[src/rtl/matrix_pkg.sv]
// matrix_pkg: shared types and constants for the LED matrix row shifter.
// Holds the FSM state encoding, the row / address widths, the counter widths
// and the default timing parameters used by matrix_row_shifter and
// matrix_sclk_gen.
package matrix_pkg;

    // Row controller states.
    typedef enum logic [1:0] {
        IDLE    = 2'd0,
        SHIFT   = 2'd1,
        LATCH   = 2'd2,
        DISPLAY = 2'd3
    } state_t;

    // Pixel bits per row half and row-address width.
    localparam int ROW_BITS = 32;
    localparam int ADDR_W   = 3;

    // Counter widths: bit index covers 0..31, phase covers CLK_DIV up to 15,
    // display counter covers ON_TIME up to 65535.
    localparam int BIT_IDX_W = 5;
    localparam int PHASE_W   = 4;
    localparam int DISP_W    = 16;

    // Default timing.
    localparam int CLK_DIV_DEFAULT = 2;
    localparam int ON_TIME_DEFAULT = 256;

endpackage

[src/rtl/matrix_sclk_gen.sv]
// matrix_sclk_gen: panel shift-clock generator and bit counter.
// While enable is high, each bit lasts 2*CLK_DIV cycles: sclk low for the
// first CLK_DIV cycles, high for the next CLK_DIV. bit_index advances on the
// cycle sclk returns low, so data selected by bit_index is stable across every
// rising sclk. last_bit flags the final cycle of bit 31's high phase; on that
// cycle all counters wrap to zero. Dropping enable clears everything.
// Legal CLK_DIV range: 1..15.
module matrix_sclk_gen
    import matrix_pkg::*;
#(
    parameter int CLK_DIV = CLK_DIV_DEFAULT
)
(
    input  logic                 clk,
    input  logic                 rst,
    input  logic                 enable,
    output logic                 sclk,
    output logic [BIT_IDX_W-1:0] bit_index,
    output logic                 last_bit
);

    localparam logic [PHASE_W-1:0]   PHASE_LAST = PHASE_W'(CLK_DIV - 1);
    localparam logic [BIT_IDX_W-1:0] BIT_LAST   = BIT_IDX_W'(ROW_BITS - 1);

    logic [PHASE_W-1:0]   phase_reg;
    logic                 half_reg;
    logic [BIT_IDX_W-1:0] bit_reg;

    logic phase_wrap;

    assign phase_wrap = (phase_reg == PHASE_LAST);

    // Phase, half-period and bit counters; cleared whenever shifting is off.
    always_ff @(posedge clk or posedge rst) begin
        if (rst) begin
            phase_reg <= '0;
            half_reg  <= 1'b0;
            bit_reg   <= '0;
        end else if (!enable) begin
            phase_reg <= '0;
            half_reg  <= 1'b0;
            bit_reg   <= '0;
        end else if (phase_wrap) begin
            phase_reg <= '0;
            if (half_reg) begin
                // End of the high phase: move to the next bit, wrapping after 31.
                half_reg <= 1'b0;
                bit_reg  <= (bit_reg == BIT_LAST) ? '0 : bit_reg + 1'b1;
            end else begin
                half_reg <= 1'b1;
            end
        end else begin
            phase_reg <= phase_reg + 1'b1;
        end
    end

    assign sclk      = half_reg;
    assign bit_index = bit_reg;
    assign last_bit  = enable && half_reg && phase_wrap && (bit_reg == BIT_LAST);

endmodule

[src/rtl/matrix_row_shifter.sv]
// matrix_row_shifter: HUB75-style row driver.
// Accepts one row (upper half on red, lower half on red2, row address on
// linesel) when idle, shifts 32 bits out on r1/r2 with a divided sclk, pulses
// lat for two cycles while loading addr, then enables the panel for ON_TIME
// cycles and pulses done in the last of them.
// Optional macro MATRIX_BLANK_SHIFT_EN: when defined, oe_n stays high for the
// whole SHIFT state so the panel is dark while shifting; otherwise the
// previously latched row stays visible during SHIFT.
// Legal ranges: CLK_DIV 1..15, ON_TIME 1..65535.
module matrix_row_shifter
    import matrix_pkg::*;
#(
    parameter int CLK_DIV = CLK_DIV_DEFAULT,
    parameter int ON_TIME = ON_TIME_DEFAULT
)
(
    input  logic                clk,
    input  logic                rst,
    input  logic [ROW_BITS-1:0] red,
    input  logic [ROW_BITS-1:0] red2,
    input  logic [ADDR_W-1:0]   linesel,
    input  logic                send,
    output logic                ready,
    output logic                r1,
    output logic                r2,
    output logic                sclk,
    output logic                lat,
    output logic                oe_n,
    output logic [ADDR_W-1:0]   addr,
    output logic                done
);

    // Final display-count value, and the one before it (where done is armed).
    localparam logic [DISP_W-1:0] ON_LAST   = DISP_W'(ON_TIME - 1);
    localparam logic [DISP_W-1:0] ON_PRE    = DISP_W'(ON_TIME - 2);
    localparam logic [DISP_W-1:0] LATCH_END = DISP_W'(1);

`ifdef MATRIX_BLANK_SHIFT_EN
    localparam logic SHIFT_OE_N = 1'b1;
`else
    localparam logic SHIFT_OE_N = 1'b0;
`endif

    state_t              state_reg;
    logic [ROW_BITS-1:0] red_hold_reg;
    logic [ROW_BITS-1:0] red2_hold_reg;
    logic [ADDR_W-1:0]   line_hold_reg;
    logic [DISP_W-1:0]   disp_cnt_reg;
    logic                ready_reg;
    logic                lat_reg;
    logic                oe_n_reg;
    logic [ADDR_W-1:0]   addr_reg;
    logic                done_reg;

    logic                 shift_en;
    logic [BIT_IDX_W-1:0] bit_index;
    logic                 last_bit;

    assign shift_en = (state_reg == SHIFT);

    matrix_sclk_gen #(
        .CLK_DIV (CLK_DIV)
    ) u_sclk_gen (
        .clk       (clk),
        .rst       (rst),
        .enable    (shift_en),
        .sclk      (sclk),
        .bit_index (bit_index),
        .last_bit  (last_bit)
    );

    // Row FSM with registered panel controls; the display counter doubles as
    // the two-cycle latch timer.
    always_ff @(posedge clk or posedge rst) begin
        if (rst) begin
            state_reg     <= IDLE;
            red_hold_reg  <= '0;
            red2_hold_reg <= '0;
            line_hold_reg <= '0;
            disp_cnt_reg  <= '0;
            ready_reg     <= 1'b1;
            lat_reg       <= 1'b0;
            oe_n_reg      <= 1'b1;
            addr_reg      <= '0;
            done_reg      <= 1'b0;
        end else begin
            case (state_reg)
                IDLE: begin
                    ready_reg <= 1'b1;
                    lat_reg   <= 1'b0;
                    oe_n_reg  <= 1'b1;
                    done_reg  <= 1'b0;
                    if (send) begin
                        // The only cycle in which the holding registers load.
                        red_hold_reg  <= red;
                        red2_hold_reg <= red2;
                        line_hold_reg <= linesel;
                        ready_reg     <= 1'b0;
                        oe_n_reg      <= SHIFT_OE_N;
                        state_reg     <= SHIFT;
                    end
                end

                SHIFT: begin
                    if (last_bit) begin
                        state_reg    <= LATCH;
                        lat_reg      <= 1'b1;
                        oe_n_reg     <= 1'b1;
                        addr_reg     <= line_hold_reg;
                        disp_cnt_reg <= '0;
                    end
                end

                LATCH: begin
                    if (disp_cnt_reg == LATCH_END) begin
                        state_reg    <= DISPLAY;
                        lat_reg      <= 1'b0;
                        oe_n_reg     <= 1'b0;
                        disp_cnt_reg <= '0;
                        // A one-cycle display window makes its first cycle the last.
                        done_reg     <= (ON_TIME == 1);
                    end else begin
                        disp_cnt_reg <= disp_cnt_reg + 1'b1;
                    end
                end

                DISPLAY: begin
                    if (disp_cnt_reg == ON_LAST) begin
                        state_reg    <= IDLE;
                        ready_reg    <= 1'b1;
                        oe_n_reg     <= 1'b1;
                        done_reg     <= 1'b0;
                        disp_cnt_reg <= '0;
                    end else begin
                        disp_cnt_reg <= disp_cnt_reg + 1'b1;
                        // Arm done so it is high in exactly the final display cycle.
                        done_reg     <= (disp_cnt_reg == ON_PRE);
                    end
                end

                default: begin
                    state_reg <= IDLE;
                end
            endcase
        end
    end

    // Serial data comes straight from the holding registers; bit_index only
    // moves when sclk falls, so r1/r2 never change while sclk is high.
    assign r1 = shift_en && red_hold_reg[bit_index];
    assign r2 = shift_en && red2_hold_reg[bit_index];

    assign ready = ready_reg;
    assign lat   = lat_reg;
    assign oe_n  = oe_n_reg;
    assign addr  = addr_reg;
    assign done  = done_reg;

endmodule
[config.mk]
export PLATFORM = sky130hd
export DESIGN_NAME = matrix_row_shifter
export DESIGN_NICKNAME = d
export VERILOG_FILES = /design/src/rtl/matrix_pkg.sv /design/src/rtl/matrix_sclk_gen.sv /design/src/rtl/matrix_row_shifter.sv
export SDC_FILE = /design/constraint.sdc
export NUM_CORES = 1
export LEC_CHECK = 0
export ABC_AREA = 1
export ABC_CLOCK_PERIOD_IN_PS = 3100
export CELL_PAD_IN_SITES_DETAIL_PLACEMENT = 0
export CELL_PAD_IN_SITES_GLOBAL_PLACEMENT = 1
export CORE_MARGIN = 1
export CORE_UTILIZATION = 44
export CTS_CLUSTER_DIAMETER = 60
export DETAILED_ROUTE_END_ITERATION = 10
export DONT_BUFFER_PORTS = 1
export PLACE_DENSITY_LB_ADDON = 0.15
export SLEW_MARGIN = 20
export SYNTH_ARGS = -nofsm -noshare
export SYNTH_HDL_FRONTEND = slang
export SYNTH_HIERARCHICAL = 1
export SYNTH_SLANG_ARGS = --single-unit
[constraint.sdc]
create_clock -name clk -period 3.1 [get_ports clk]
set_input_delay 0.62 -clock clk [delete_from_list [all_inputs] [get_ports clk]]
set_output_delay 0.62 -clock clk [all_outputs]
set_load 0.005 [all_outputs]
Word-level counts from Yosys, hierarchy flattened:

Cells that the tools add are included.

* add/sub/neg operators: 3
* $lt $le $gt $ge: 1
* eq/ne operators: 14
* muxes and demuxes: 31
* reduce and logical (&&, ||, !) cells: 19

Operator list (number)
* 2-to-1 mux 16 bit: 3
* case mux 16 bit (3 select lines): 1
* == test 16 x 8 -> 1 bit, second input constant: 2
* 2-to-1 mux 5 bit: 4
* adder 16 x 1 -> 16 bit, second input constant: 1
* == test 16 x 1 -> 1 bit, second input constant: 1
* AND reduction 2 bit: 6
* binary-select mux 1 bit (select 5 bit): 2
* 2-to-1 mux 1 bit: 10
* nonzero test 3 bit: 3
* 2-to-1 mux 2 bit: 4
* 2-to-1 mux 4 bit: 2
* case mux 2 bit (4 select lines): 1
* < comparator 5 x 6 -> 1 bit, second input constant: 1
* != test 2 x 1 -> 1 bit, second input constant: 3
* != test 2 bit, second input constant: 3
* case mux 1 bit (3 select lines): 2
* AND reduction 3 bit: 2
* adder 5 x 1 -> 5 bit, second input constant: 1
* == test 5 bit, second input constant: 1
* logical AND 1 bit: 5
* adder 4 x 1 -> 4 bit, second input constant: 1
* == test 2 bit, second input constant: 2
* == test 4 x 1 -> 1 bit, second input constant: 1
* other kinds (6): 6

* register bits after elaboration: 102
* input bits: 70
* output and inout port bits: 10
* word-level logic and storage cells: 81

Depth between registers and ports, before layout:

* depth in word-level cells: 6
* mapped depth: 16
* depth with buffers taken out: 14

By module:

Netlist, hierarchy kept.

By module, submodules not included
* matrix_row_shifter: instances 1, cells an instance 506, area each 4718.3 µm², sequential area each 2304.7 µm²
* matrix_sclk_gen: instances 1, cells an instance 62, area each 553.0 µm², sequential area each 250.2 µm²

Least setup slack after synthesis:

Ideal clock, no wire load.

* path kind: flip-flop to flip-flop
* start: reg state_reg[1]
* end: reg disp_cnt_reg[8]
* library setup time: 113 ps
* data arrival time: 1954 ps
* required time: 2987 ps
* setup slack: 1033 ps
* stages on the path, launching flop included: 17
* path buffers: 2
* clock period less this slack: 2067 ps
* path through: dfrtp_1 > inv_1 > ha_1 > buf_6 > nand2_2 > inv_2 > nand3_4 > nor2_1 > inv_1 > nand2_1 > nand2_2 > inv_1 > buf_6 > nand2_1 > xor2_1 > nand2_1 > inv_1

* longest elaborated chain between the ends: 6
* elaborated cells on any way between the ends: 10
* those cells by class: eq/ne (4); mux (1); reduce/logical (5)

RTL lines
* start, declared: RTL line matrix_row_shifter.sv:44 `state_t state_reg;`
* start signal, assigned: RTL line matrix_row_shifter.sv:76 `state_reg <= IDLE;`
* start signal, assigned: RTL line matrix_row_shifter.sv:100 `state_reg <= SHIFT;`
* start signal, assigned: RTL line matrix_row_shifter.sv:106 `state_reg <= LATCH;`
* == test 2 x 1 -> 1 bit: RTL line matrix_row_shifter.sv:59 `assign shift_en = (state_reg == SHIFT);`
* net shift_en: RTL line matrix_row_shifter.sv:55 `logic shift_en;`
* logical AND 1 bit (3 in a row): RTL line matrix_sclk_gen.sv:59 `assign last_bit = enable && half_reg && phase_wrap && (bit_reg == BIT_LAST);`
* net last_bit: RTL line matrix_row_shifter.sv:57 `logic last_bit;`
* != test 2 x 1 -> 1 bit (no line)
* AND reduction 2 bit (no line)
* end signal, assigned: RTL line matrix_row_shifter.sv:123 `disp_cnt_reg <= disp_cnt_reg + 1'b1;`
* end signal, assigned: RTL line matrix_row_shifter.sv:135 `disp_cnt_reg <= disp_cnt_reg + 1'b1;`
* end, declared: RTL line matrix_row_shifter.sv:48 `logic [DISP_W-1:0] disp_cnt_reg;`

The timed path passes the listed nets, and every way through them passes these cells.
A chain may end at the register's enable or synchronous reset.

Final worst setup path:

* start: reg u_sclk_gen.bit_reg[0] (netlist: u_sclk_gen/bit_index[0])
* end: out r1

* longest elaborated chain between the ends: 3

RTL lines
* start, declared: RTL line matrix_sclk_gen.sv:27 `logic [BIT_IDX_W-1:0] bit_reg;`
* start signal, assigned: RTL line matrix_sclk_gen.sv:48 `bit_reg <= (bit_reg == BIT_LAST) ? '0 : bit_reg + 1'b1;`
* binary-select mux 1 bit (select 5 bit): RTL line matrix_row_shifter.sv:150 `assign r1 = shift_en && red_hold_reg[bit_index];`
* 2-to-1 mux 1 bit (implied by the code): RTL line matrix_row_shifter.sv:150
* logical AND 1 bit: RTL line matrix_row_shifter.sv:150
* end, declared: RTL line matrix_row_shifter.sv:24 `output logic r1,`

No other way between the ends. The select of a mux whose other input is x is not followed.

==> results.json <==
{
  "cp_num_buf_inv": 3,
  "gp_congestion": 0.884,
  "drv_slew": 0,
  "initial_core_util_pct": 45.6,
  "crit_chain": "buf_4 -> inv_1 -> buf_12 -> nand2_1 -> nand3_1 -> nand3_1 -> nand2_1 -> nand2_1 -> nand3_1 -> nand2_1 -> nor2_1",
  "clockPowerShare_pct": 27.2,
  "postCtsSetupBuffers": 0,
  "critPathMaxFanout": 20,
  "cts_buffers": 9,
  "die_x_um": 111,
  "fmax_ghz": 0.357,
  "ant_nets": 0,
  "failed_checks": "DRC",
  "post_synth_fa_ha_maj_area_fraction_pct": 3.09,
  "timing.final.ws_setup_ns": 0.298,
  "wl_um": 11400,
  "start_kind": "register",
  "synth_top_family_by_area": "simple AND/OR/NAND/NOR gates",
  "synth_top_area_share_pct": 47.5,
  "reg2regPathDepth": 14,
  "pwr-share-comb_pct": 30.7,
  "relSlewSlack_pct": 61.3,
  "wire_per_inst_um": 15.9,
  "synth-simple-area-share_pct": 24.6,
  "vias": 3771,
  "ios": 80,
  "p_sw_uw": 1600,
  "reg2reg_from": "u_sclk_gen/bit_index[0]",
  "cts-root-buf": "clkbuf_16",
  "overflow": 0,
  "setup-violations-final": 0,
  "synth-compound-area-share_pct": 2.30,
  "syn_nets": 651,
  "switching_share_pct": 31.3,
  "crit_path_frequent_cell": "nand2_1",
  "synth_cell_types": 30,
  "hold_ws_ns": 0.137,
  "grt_antenna_before_repair": 0,
  "power.internal_uw": 3500,
  "tightest_slew_ns": 0.580,
  "r2r_slack_ns": 0.62,
  "cp.depth": 11,
  "crit_end": "r1",
  "yosysWarnings": 6,
  "drtPass1Iterations": 7,
  "final_nets": 652,
  "cts_num_sinks": 102,
  "portBuffers": 0,
  "end_kind": "output pin",
  "p_seq_share_pct": 42.1,
  "cts_tree": "yes",
  "synth_edf_count": 0,
  "muxShareOfSynthArea_pct": 14.5,
  "cpPeakStageDelay_ns": 0.40,
  "areaGrowthSynthToFinish_pct": 10.2,
  "hold_violations": 0,
  "r2r-end": "disp_cnt_reg[4]",
  "coreArea_mm2": 0.0116,
  "path_delay_family": "buffers and inverters",
  "drt_iter0_drc": 148,
  "diodes": 0,
  "fin_crit_ns": 2.80,
  "seq_area_frac_synth_pct": 48.5,
  "dpl.hpwl_um": 8020,
  "slowest_stage": "dfrtp_1",
  "arrival_ns": 2.18,
  "synth_flop_cell": "dfrtp_1",
  "status": "finished, violations left",
  "critPathKind": "reg2out",
  "ys_ff_latch": 102,
  "ir_drop_uv": 417,
  "skew_ns": 0.0111,
  "synthCells": 568,
  "grt_pass1_vias": 3810,
  "cap_violations": 0,
  "ys_top_cells_by_count": "nand2_1, dfrtp_1, nand3_1",
  "critPathRequiredTime_ns": 2.48,
  "synth.area.top_cells": "dfrtp_1, mux2_2, nand2_1, nand3_1, inv_1",
  "drive_above_1_share_pct": 20.4,
  "synth_xor_area_share_pct": 0.997,
  "avgSynthCellArea_um2": 9.28,
  "setup-tns-final_ns": 0,
  "leakage_uw": 0.00272,
  "rsz0062_at_grt": "false",
  "cts_hold_repair.buffers": 0,
  "place_ws_ns": 0.640,
  "finalCritPeriodShare_pct": 90.4,
  "synth.most_common_cell": "nand2_1",
  "grt_max_degree": 68,
  "hold_path_class": "in2async",
  "die_area_mm2": 0.0124,
  "async_flop_share_pct": 100,
  "grt_pass1_wl_um": 19100,
  "cts_resized": 0,
  "cp-startpoint": "u_sclk_gen/bit_index[0]",
  "drc_errors": 7,
  "cts_max_level": 3,
  "die_y_um": 111,
  "cellPowerDensity_mw_per_mm2": 878,
  "synth_area_mm2": 0.00527,
  "clock_path_buffers": 2,
  "grt_usage_pct": 19.8,
  "clk_pin_slew_ns": 0.07,
  "insertion_delay_ns": 0.36,
  "row_count": 39,
  "yosys.area.top_type": "dfrtp_1",
  "viasPerCell": 5.27
}
## worst reg2reg max path, cell delays in order, from the launching register on
cell	delay (ns)
dfrtp_1	0.37
ha_1	0.19
nand2_1	0.06
nor2_1	0.10
ha_1	0.23
inv_1	0.05
nor2_1	0.13
inv_1	0.05
nand2_1	0.15
nand2_2	0.23
inv_1	0.28
nand3_1	0.19
o21ai_0	0.17
o21ai_0	0.10
nor2_1	0.11
## worst min path at each step
stage / start / end / depth (start not counted)
2_1_floorplan: ready / ready / 2
6_report: rst / u_sclk_gen/bit_index[3] / 1
3_3_place_gp: ready / ready / 2
5_1_grt: rst / u_sclk_gen/bit_index[3] / 1
3_5_place_dp: oe_n / oe_n / 2
4_1_cts: rst / u_sclk_gen/bit_index[3] / 1
## cell families after synthesis
family	after synthesis
simple gates	283
buf+inv	73
xor+xnor	6
compound gates	23
flops	102
fa+ha+maj	13
mux	68
## through the flow
stage                     util [%]  instance area (um^2)  power (uW)  std cells
after floorplan                  -                  5270        3400        568
after global placement        47.0                  5440        3710        701
after detailed placement      47.0                  5440        3750        701
after CTS                     50.2                  5810        5170        716
after global routing          50.2                  5810        5450        716
final                         50.2                  5810        5100        716
## cell type report
type | instances | area, um^2
flip-flops and latches | 102 | 2550
well taps | 143 | 179
clock inverters | 5 | 129
fillers | 1089 | 5760
multi-input cells | 393 | 2400
repair buffers | 11 | 108
inverters | 52 | 198
clock buffers | 10 | 239
## layout by cell type (no fill, tap or decap)
cell / n
inv_6: 1
nand2_2: 6
ha_1: 13
nand4_1: 13
dfstp_2: 2
o21ai_0: 13
clkbuf_16: 9
nand3_4: 2
xnor2_1: 1
bufinv_16: 4
or2_2: 1
nand3_2: 2
nand3_1: 77
nand2_1: 140
inv_1: 48
xor2_1: 5
o21ai_1: 1
buf_12: 2
inv_2: 2
a21oi_1: 7
o2111ai_1: 1
nor2_2: 1
nor2_1: 30
mux2_2: 68
nor3_1: 5
clkinv_2: 2
buf_4: 9
nand3b_1: 1
nor2_4: 4
clkbuf_8: 1
o31ai_1: 1
nand2_4: 1
dfrtp_1: 100
## layer usage
metal | wire [um] | track usage [%]
met2 | 5630 | 33.1
met5 | 0 | 0
met4 | 186 | 6.67
met1 | 4940 | 24.3
met3 | 663 | 6.31
## power by group through the flow
stage | registers, uW | clock network [uW] | logic [uW]
2_1_floorplan | 2070 | 0 | 1330
3_3_place_gp | 2160 | 0 | 1550
3_5_place_dp | 2170 | 0 | 1580
4_1_cts | 2150 | 1430 | 1590
5_1_grt | 2200 | 1480 | 1770
6_report | 2150 | 1390 | 1570
Note: power is estimated with default switching activity, not from simulation.
